File: src/rtl/mips_pkg.sv
// Shared definitions for the mips core: default bus widths and the
// read-return owner encoding used by the data-memory arbiter.
package mips_pkg;

    localparam int MIPS_ADDR_W = 10;
    localparam int MIPS_DATA_W = 32;

    // Which requester the memory read data presented this cycle belongs to.
    typedef enum logic [1:0] {
        OWN_NONE = 2'd0,
        OWN_CPU  = 2'd1,
        OWN_LDR  = 2'd2
    } owner_t;

endpackage

File: src/rtl/dmem_arbiter_starve_counter.sv
// Loader starvation counter: counts contested cycles the loader has lost,
// saturates at LIMIT, and raises force_ldr once the limit is reached.
module starve_counter #(
    parameter int LIMIT = 4,
    parameter int CNT_W = 4
)(
    input  logic clk,
    input  logic reset,
    input  logic i_inc,
    input  logic i_clr,
    output logic o_force_ldr
);

    localparam logic [CNT_W-1:0] LIMIT_C = CNT_W'(LIMIT);

    logic [CNT_W-1:0] r_cnt;

    // Count lost cycles; clear wins over increment, hold at the limit
    always_ff @(posedge clk or posedge reset) begin
        if (reset) begin
            r_cnt <= '0;
        end else if (i_clr) begin
            r_cnt <= '0;
        end else if (i_inc && (r_cnt != LIMIT_C)) begin
            r_cnt <= r_cnt + 1'b1;
        end
    end

    assign o_force_ldr = (r_cnt == LIMIT_C);

endmodule

File: src/rtl/dmem_arbiter.sv
// Data-memory arbiter between the MEM stage (cpu) and the loader (ldr).
// Fixed CPU priority with a starvation guarantee for the loader; read
// returns are steered by a one-cycle owner tag registered at grant time.
module dmem_arbiter
    import mips_pkg::*;
#(
    parameter int ADDR_W   = MIPS_ADDR_W,
    parameter int DATA_W   = MIPS_DATA_W,
    parameter int MAX_WAIT = 4
)(
    input  logic              clk,
    input  logic              reset,
    // MEM stage port
    input  logic              cpu_req,
    input  logic              cpu_we,
    input  logic [ADDR_W-1:0] cpu_addr,
    input  logic [DATA_W-1:0] cpu_wdata,
    output logic              cpu_gnt,
    output logic              cpu_stall,
    output logic              cpu_rvalid,
    output logic [DATA_W-1:0] cpu_rdata,
    // Loader port
    input  logic              ldr_req,
    input  logic              ldr_we,
    input  logic [ADDR_W-1:0] ldr_addr,
    input  logic [DATA_W-1:0] ldr_wdata,
    output logic              ldr_gnt,
    output logic              ldr_rvalid,
    output logic [DATA_W-1:0] ldr_rdata,
    // Memory side
    output logic              mem_en,
    output logic              mem_we,
    output logic [ADDR_W-1:0] mem_addr,
    output logic [DATA_W-1:0] mem_wdata,
    input  logic [DATA_W-1:0] mem_rdata
);

    logic   w_force_ldr;
    logic   w_cpu_gnt;
    logic   w_ldr_gnt;
    logic   w_ldr_inc;
    logic   w_ldr_clr;
    owner_t w_owner_p0;
    owner_t r_owner_p1;

    // Grant selection: CPU first, unless a waiting loader has hit its limit
    always_comb begin
        w_cpu_gnt = 1'b0;
        w_ldr_gnt = 1'b0;
        if (cpu_req && ldr_req) begin
            if (w_force_ldr) begin
                w_ldr_gnt = 1'b1;
            end else begin
                w_cpu_gnt = 1'b1;
            end
        end else begin
            w_cpu_gnt = cpu_req;
            w_ldr_gnt = ldr_req;
        end
    end

    assign cpu_gnt   = w_cpu_gnt;
    assign ldr_gnt   = w_ldr_gnt;
    assign cpu_stall = cpu_req & ~w_cpu_gnt;

    // Memory command mux: the loader's fields only when it holds the grant
    always_comb begin
        mem_en    = w_cpu_gnt | w_ldr_gnt;
        mem_we    = cpu_we;
        mem_addr  = cpu_addr;
        mem_wdata = cpu_wdata;
        if (w_ldr_gnt) begin
            mem_we    = ldr_we;
            mem_addr  = ldr_addr;
            mem_wdata = ldr_wdata;
        end
    end

    // Tag the read issued this cycle with its requester; writes get no tag
    always_comb begin
        w_owner_p0 = OWN_NONE;
        if (w_cpu_gnt && !cpu_we) begin
            w_owner_p0 = OWN_CPU;
        end else if (w_ldr_gnt && !ldr_we) begin
            w_owner_p0 = OWN_LDR;
        end
    end

    // ---- stage boundary: grant -> read return ----
    // Owner tag register; reset drops any return still in flight
    always_ff @(posedge clk or posedge reset) begin
        if (reset) begin
            r_owner_p1 <= OWN_NONE;
        end else begin
            r_owner_p1 <= w_owner_p0;
        end
    end

    // The memory data bus is shared, so the non-owner sees zeros
    assign cpu_rvalid = (r_owner_p1 == OWN_CPU);
    assign ldr_rvalid = (r_owner_p1 == OWN_LDR);
    assign cpu_rdata  = cpu_rvalid ? mem_rdata : '0;
    assign ldr_rdata  = ldr_rvalid ? mem_rdata : '0;

    // A loader that is requesting but not granted is losing a contested cycle
    assign w_ldr_inc = ldr_req & ~w_ldr_gnt;
    assign w_ldr_clr = ~ldr_req | w_ldr_gnt;

    starve_counter #(
        .LIMIT (MAX_WAIT),
        .CNT_W (4)
    ) u_starve (
        .clk         (clk),
        .reset       (reset),
        .i_inc       (w_ldr_inc),
        .i_clr       (w_ldr_clr),
        .o_force_ldr (w_force_ldr)
    );

endmodule

File: config.mk
export PLATFORM = sky130hd
export DESIGN_NAME = dmem_arbiter
export DESIGN_NICKNAME = d
export VERILOG_FILES = /design/src/rtl/mips_pkg.sv /design/src/rtl/dmem_arbiter_starve_counter.sv /design/src/rtl/dmem_arbiter.sv
export SDC_FILE = /design/constraint.sdc
export NUM_CORES = 1
export LEC_CHECK = 0
export ABC_AREA = 1
export BUFFER_PORTS_ARGS = -buffer_cell sky130_fd_sc_hd__buf_4
export CORE_AREA = 4 4 88 90
export DETAILED_ROUTE_END_ITERATION = 12
export DIE_AREA = 0 0 92 94
export GPL_TIMING_DRIVEN = 0
export PLACE_DENSITY_LB_ADDON = 0.1
export SLEW_MARGIN = 25
export SYNTH_ARGS = -nofsm -noshare
export SYNTH_HDL_FRONTEND = slang
export SYNTH_SLANG_ARGS = --single-unit
File: constraint.sdc
create_clock -name clk -period 3.5 [get_ports clk]
set_clock_uncertainty 0.2 [all_clocks]
set_input_delay 1.05 -clock clk [delete_from_list [all_inputs] [get_ports clk]]
set_output_delay 1.05 -clock clk [all_outputs]
set_load 0.02 [all_outputs]
==> results of run 1 <==
==> logic make-up (layout without fill, tap and decap cells) <==
logic type | Yosys count | in the layout
and+or+nand+nor | 210 | 210
buffers and inverters | 63 | 300
DFF | 6 | 6
adders and majority gates | 2 | 2
AOI/OAI and AO/OA | 2 | 2
xor gates and xnor gates | 2 | 2
==> worst max path at each step <==
| stage | slack (ns) | end | from | cells after the start |
|---|---|---|---|---|
| floorplan | 0.49 | mem_addr[0] | cpu_req | 7 |
| global placement | 0.23 | mem_wdata[9] | cpu_req | 8 |
| detailed placement | 0.23 | mem_addr[3] | cpu_req | 8 |
| CTS | 0.23 | mem_addr[3] | cpu_req | 8 |
| global route | 0.11 | mem_addr[3] | ldr_req | 8 |
| finish | 0.26 | mem_addr[2] | cpu_req | 8 |
==> per-layer routing <==
layer  part of all wire [%]  wire length, um
met3                     10              784
met4                    1.7              127
met5                      0                0
met2                     52             4010
met1                     36             2760
==> area by class of cell <==
cell class,count,area [um^2],share of cell area [%]
well taps,99,124,3.79
multi-input cells,216,923,28.2
inverters,45,169,5.16
flip-flops and latches,6,150,4.59
repair buffers,234,1760,53.7
clock buffers,3,41.3,1.26
plain buffers,18,108,3.29
==> worst reg2reg max path, delay by kind of cell, from the launching register on <==
| kind | cells | cell delay [ns] |
|---|---|---|
| compound gates | 1 | 0.15 |
| fa+ha+maj | 1 | 0.16 |
| buf+inv | 3 | 0.35 |
| flops | 1 | 0.40 |
| simple gates | 2 | 0.27 |
==> power groups by stage <==
stage	Combinational [mW]	Sequential [mW]	Clock [mW]
after floorplan	0.189	0.0740	0
after global placement	0.417	0.0743	0
after detailed placement	0.421	0.0743	0
after CTS	0.422	0.0735	0.107
after global routing	0.453	0.0737	0.112
final	0.417	0.0735	0.101
==> per-stage QoR <==
stage / power, mW / area (um^2) / hold slack (ns)
after floorplan: 0.263 / 1350 / 0.254
after global placement: 0.492 / 3230 / 0.279
after detailed placement: 0.495 / 3230 / 0.279
after CTS: 0.602 / 3270 / 0.283
after global routing: 0.638 / 3270 / 0.323
final: 0.591 / 3270 / 0.280
==> registers in the layout, indices dropped and copies added (netlist names) <==
| register | count |
|---|---|
| u_starve.r_cnt | 4 |
| r_owner_p1 | 2 |
==> layout by cell type, fill, tap and decap left out, drive strengths merged <==
cell type,instances
ha,2
a21oi,2
clkbuf,9
inv,45
xor2,1
nand3,46
nor2,70
nand2,94
dfrtp,6
xnor2,1
buf,246
==> flow_summary.toml, run 1 <==
[status]
outcome = "completed"

[finish]
final.fill_count = 775
nets = 648
layout_cells_sized_above_1_pct = 48.7
instances_no_fill = 621
syn_to_final_growth_pct = 142
diodes = 0
final_util_pct = 46.3

[clock_tree]
htree_levels = 1
worst_skew_pair.late_latency_ns = 0.22
cts_max_path_buffers = 2
numCtsBuffers = 3
cts.clk_slew.worst_paths_ns = 0.03
numClockSinks = 6
number_of_post_cts_setup_repair_buffers = 0
postCtsResizedCells = 0
ctsRootBufferMaster = "sky130_fd_sc_hd__clkbuf_8"
holdBufCountCts = 0
tritoncts = "built"

[yosys]
yosysUniqueCellTypes = 17
yosys.area_share.adder_pct = 1.85
asyncSetResetFlopFracSynth_pct = 100
ys_ff_latch = 6
most_numerous_cell_types_in_the_synthesized_netlist = "sky130_fd_sc_hd__nand2_1, sky130_fd_sc_hd__nor2_1, sky130_fd_sc_hd__nand3_1"
post_synth_and_or_nand_nor_area_fraction_pct = 64.5
synth.most_common_cell = "sky130_fd_sc_hd__nand2_1"
combinational_family_with_the_most_area_after_synthesis = "simple AND/OR/NAND/NOR gates"
synth_nets = 409
synth-main-ff-cell = "sky130_fd_sc_hd__dfrtp_1"
synth.top_cells.by_area = "sky130_fd_sc_hd__nand2_1, sky130_fd_sc_hd__nor2_1, sky130_fd_sc_hd__nand3_1"
post_synth_xor_area_fraction_pct = 1.30
synth-compound-area-share_pct = 0.741
synthesis.instances = 285
post_synth_instance_area_um2 = 1350
synth_enable_flop_cells = 0
syn_avg_cell_area_um2 = 4.74
yosysTopAreaCell = "sky130_fd_sc_hd__nand2_1"
post_synth_mux_area_share_pct = 0
yosysSeqAreaShare_pct = 11.1
ys_warn_count = 0
synth.top_cell.area_share_pct = 25.6

[critical_path]
timing.critical_path.buf_inv = 4
end_kind = "primary output"
critical_path_class = "primary input to primary output"
ff2ff_setup_slack_ns = 1.90
worstPathArrival_ns = 1.99
critical_path.startpoint_type = "primary input"
max_stage_delay_ns = 0.25
critical-path-slowest-cell = "sky130_fd_sc_hd__buf_2"
cp_data_required_time_ns = 2.25
rr_startpoint = "u_starve.r_cnt[0]"
worst-r2r-cell-count = 7
timing.rr.end = "r_owner_p1[1]"
cp_top_family = "buffers and inverters"
cp_cell_sequence = "buf_4 -> nand2_1 -> inv_2 -> nand3_4 -> buf_2 -> nand3_1 -> nand2_1 -> buf_4"
path_max_fanout = 10

[power_and_ir_drop]
p_sw_uw = 238
power.density_nw_per_um2 = 181
leakage_nw = 2.11
power.share.switching_pct = 40.3
comb_power_share_pct = 70.5
power.share.clock_pct = 17.0
design_internal_power_uw = 353
peakVddDrop_v = 0.000116
power_frac_seq_pct = 12.4

[placed_design]
routabilityCongestion = 0.764
hpwl_mm = 6.74
io_buffers = 234
place_ws_ns = 0.229
place_inst = 618

[die]
floorplan.die_area_um2 = 8650
dieWidth_um = 92
core.rowCount = 31
floorplan.io_pins = 235
die_h_um = 94
fp.coreArea_um2 = 7060
effective_utilization_at_floorplan_pct = 19.1

[routing]
antenna_left = 0
drt-vias-per-instance = 4.17
drc_errors = 0
drt_first_pass_iters = 4
post_drt_wl_per_cell_um = 12.4
wirelength_mm = 7.68
initialDrtViolationCount = 43
routed-via-count = 2589

[worst_hold_path]
holdCritStartpoint = "u_starve.r_cnt[0]"
number_of_cells_on_the_worst_hold_path = 1
holdPathEnd = "u_starve.r_cnt[0]"
timing.hold.worst.class = "register to register"

[grt]
gr-usage-met2_pct = 30.7
gr-usage-all-layers_pct = 16.2
globalRoute.totalOverflow = 0
grtUsageMet3_pct = 3.37
antenna_found_initial = 0
met1_usage_pct = 18.2
most_used_routing_layer = "met2"
grt_pass1_wl_mm = 11.6
via_count_of_the_first_global_routing_pass = 2518
grt_start_max_net_pins = 11

[timing]
timing.final.crit_period_ns = 3.24
setup-violations-final = 0
rsz0062_at_grt = "false"
report.final.hold_viol_count = 0
maxSlewViolCount = 0
max-slew-margin-rel_pct = 70.8
fmax_mhz = 308
final.setup.worst_slack_ns = 0.257
finalCritPeriodShare_pct = 92.7
timing.setup.tns_ns = 0
worst_slew_pin_slew_ns = 0.438

[job]
drv_cap = 0
(Power assumes the default switching activity.)
==> run 2, diff against run 1 <==
CORE_AREA = 2 2 91 93   (was 4 4 88 90)
DIE_AREA = 0 0 93 95   (was 0 0 92 94)
MAX_ROUTING_LAYER = met4   (was not set)
==> run 2 against run 1 <==
  * Sequential power about the same
  * Cell area up 0.23%
  * Non-clock buffer count did not move
  * Critical endpoint is now mem_wdata[6]
  * Highest routed layer unchanged
==> flow_summary.toml, run 2 (synthesis results as in run 1) <==
[critical_path]
worstPathArrival_ns = 2.02
cp_cell_sequence = "buf_4 -> nand2_1 -> inv_2 -> nand3_4 -> nand2_4 -> buf_6 -> nand2_1 -> nand2_1 -> buf_4"
end_kind = "primary output"
critical-path-slowest-cell = "sky130_fd_sc_hd__nand2_4"
max_stage_delay_ns = 0.17
critical_path.startpoint_type = "primary input"
path_max_fanout = 10
critical_path_class = "primary input to primary output"
cpMostUsedCell = "sky130_fd_sc_hd__nand2_1"
cp_data_required_time_ns = 2.25

[routing]
post_drt_wl_per_cell_um = 11.5
antenna_left = 0
drc_errors = 0
drt_first_pass_iters = 4
routed-via-count = 2556
drt-vias-per-instance = 4.08
wirelength_mm = 7.19
initialDrtViolationCount = 43

[timing]
finalCritPeriodShare_pct = 93.5
worst_slew_pin_slew_ns = 0.454
rsz0062_at_grt = "false"
max-slew-margin-rel_pct = 69.7
timing.setup.tns_ns = 0
report.final.hold_viol_count = 0
setup-violations-final = 0
maxSlewViolCount = 0
holdWs_ns = 0.285
timing.final.crit_period_ns = 3.27
fmax_mhz = 306

[placed_design]
io_buffers = 234
place_inst = 624
hpwl_mm = 6.25
routabilityCongestion = 0.754

[clock_tree]
tritoncts = "built"
cts.clk_slew.worst_paths_ns = 0.03
number_of_post_cts_setup_repair_buffers = 0
htree_levels = 1
postCtsResizedCells = 0
worst_skew_pair.late_latency_ns = 0.22
ctsRootBufferMaster = "sky130_fd_sc_hd__clkbuf_8"
numClockSinks = 6
numCtsBuffers = 3
holdBufCountCts = 0
cts_max_path_buffers = 2

[die]
dieWidth_um = 93
fp.coreArea_um2 = 7930
core.rowCount = 33
floorplan.io_pins = 235
floorplan.die_area_um2 = 8840
effective_utilization_at_floorplan_pct = 17.0
die_h_um = 95

[finish]
layout_cells_sized_above_1_pct = 48.7
instances_no_fill = 627
syn_to_final_growth_pct = 143
diodes = 0
max_flop_register = "u_starve.r_cnt"
largest_register_ff_count = 4
nets = 648
layout_common_cells = "sky130_fd_sc_hd__buf_4, sky130_fd_sc_hd__nand2_1, sky130_fd_sc_hd__nor2_1"
biggestRegsByFlops = "u_starve.r_cnt (4), r_owner_p1 (2)"
mostFrequentLayoutCell = "sky130_fd_sc_hd__buf_4"

[grt]
grt_start_max_net_pins = 11
gr-usage-all-layers_pct = 14.8
antenna_found_initial = 0
globalRoute.totalOverflow = 0
via_count_of_the_first_global_routing_pass = 2263
grt_pass1_wl_mm = 10.6

[status]
outcome = "completed"

[power_and_ir_drop]
leakage_nw = 2.11
peakVddDrop_v = 0.0000915
power.density_nw_per_um2 = 180
power.total_uw = 590

[worst_hold_path]
timing.hold.worst.class = "register to register"

[job]
drv_cap = 0
run 2: cell counts in the layout (fill, tap and decap cells not counted):
No cell type changed its count.
run 2: path summary, 6_finish.rpt:
path	startpoint	to	cells past startpoint	slack (ns)
setup / recovery	ldr_req	mem_wdata[6]	9	0.23
hold / removal	u_starve.r_cnt[0]	u_starve.r_cnt[0]	1	0.28
setup reg to reg	u_starve.r_cnt[0]	r_owner_p1[1]	7	1.85
hold reg to reg	u_starve.r_cnt[0]	u_starve.r_cnt[0]	1	0.28
max in group asynchronous	reset	u_starve.r_cnt[3]	2	2.36
min in group asynchronous	reset	u_starve.r_cnt[2]	2	0.55
run 2: per-stage QoR:
stage	utilization [%]	area (um^2)	setup slack (ns)
final	41.4	3280	0.229
after floorplan	-	1350	0.488
after detailed placement	40.8	3240	0.213
after global placement	40.8	3240	0.227
after global routing	41.4	3280	0.116
after CTS	41.4	3280	0.213
run 2: power by group:
| group | leakage [nW] | total [mW] | switching (mW) | internal, mW |
|---|---|---|---|---|
| Sequential | 0.0813 | 0.0735 | 0.00146 | 0.0720 |
| Combinational | 2.01 | 0.415 | 0.208 | 0.207 |
| Clock | 0.0216 | 0.101 | 0.0275 | 0.0737 |
run 2: final cells by class:
| cell class | instances | area (um^2) |
|---|---|---|
| Buffer | 18 | 108 |
| Clock buffer | 3 | 41.3 |
| Fill cell | 892 | 4650 |
| Inverter | 45 | 169 |
| Multi-Input combinational cell | 216 | 923 |
| Sequential cell | 6 | 150 |
| Tap cell | 105 | 131 |
| Timing Repair Buffer | 234 | 1760 |
run 2: per-layer routing:
layer  part of all wire (%)  track usage (%)  vias to the layer above
li1                       -                -                     1321
met1                     39             17.7                     1089
met5                      0                -                        -
met3                    9.1             1.92                        2
met4                   0.29             2.21                        0
met2                     52             27.1                      144
run 2: worst max-delay path: cells and delay by family:
kind / cells / cell delay [ns]
buf+inv: 4 / 0.47
simple gates: 5 / 0.50
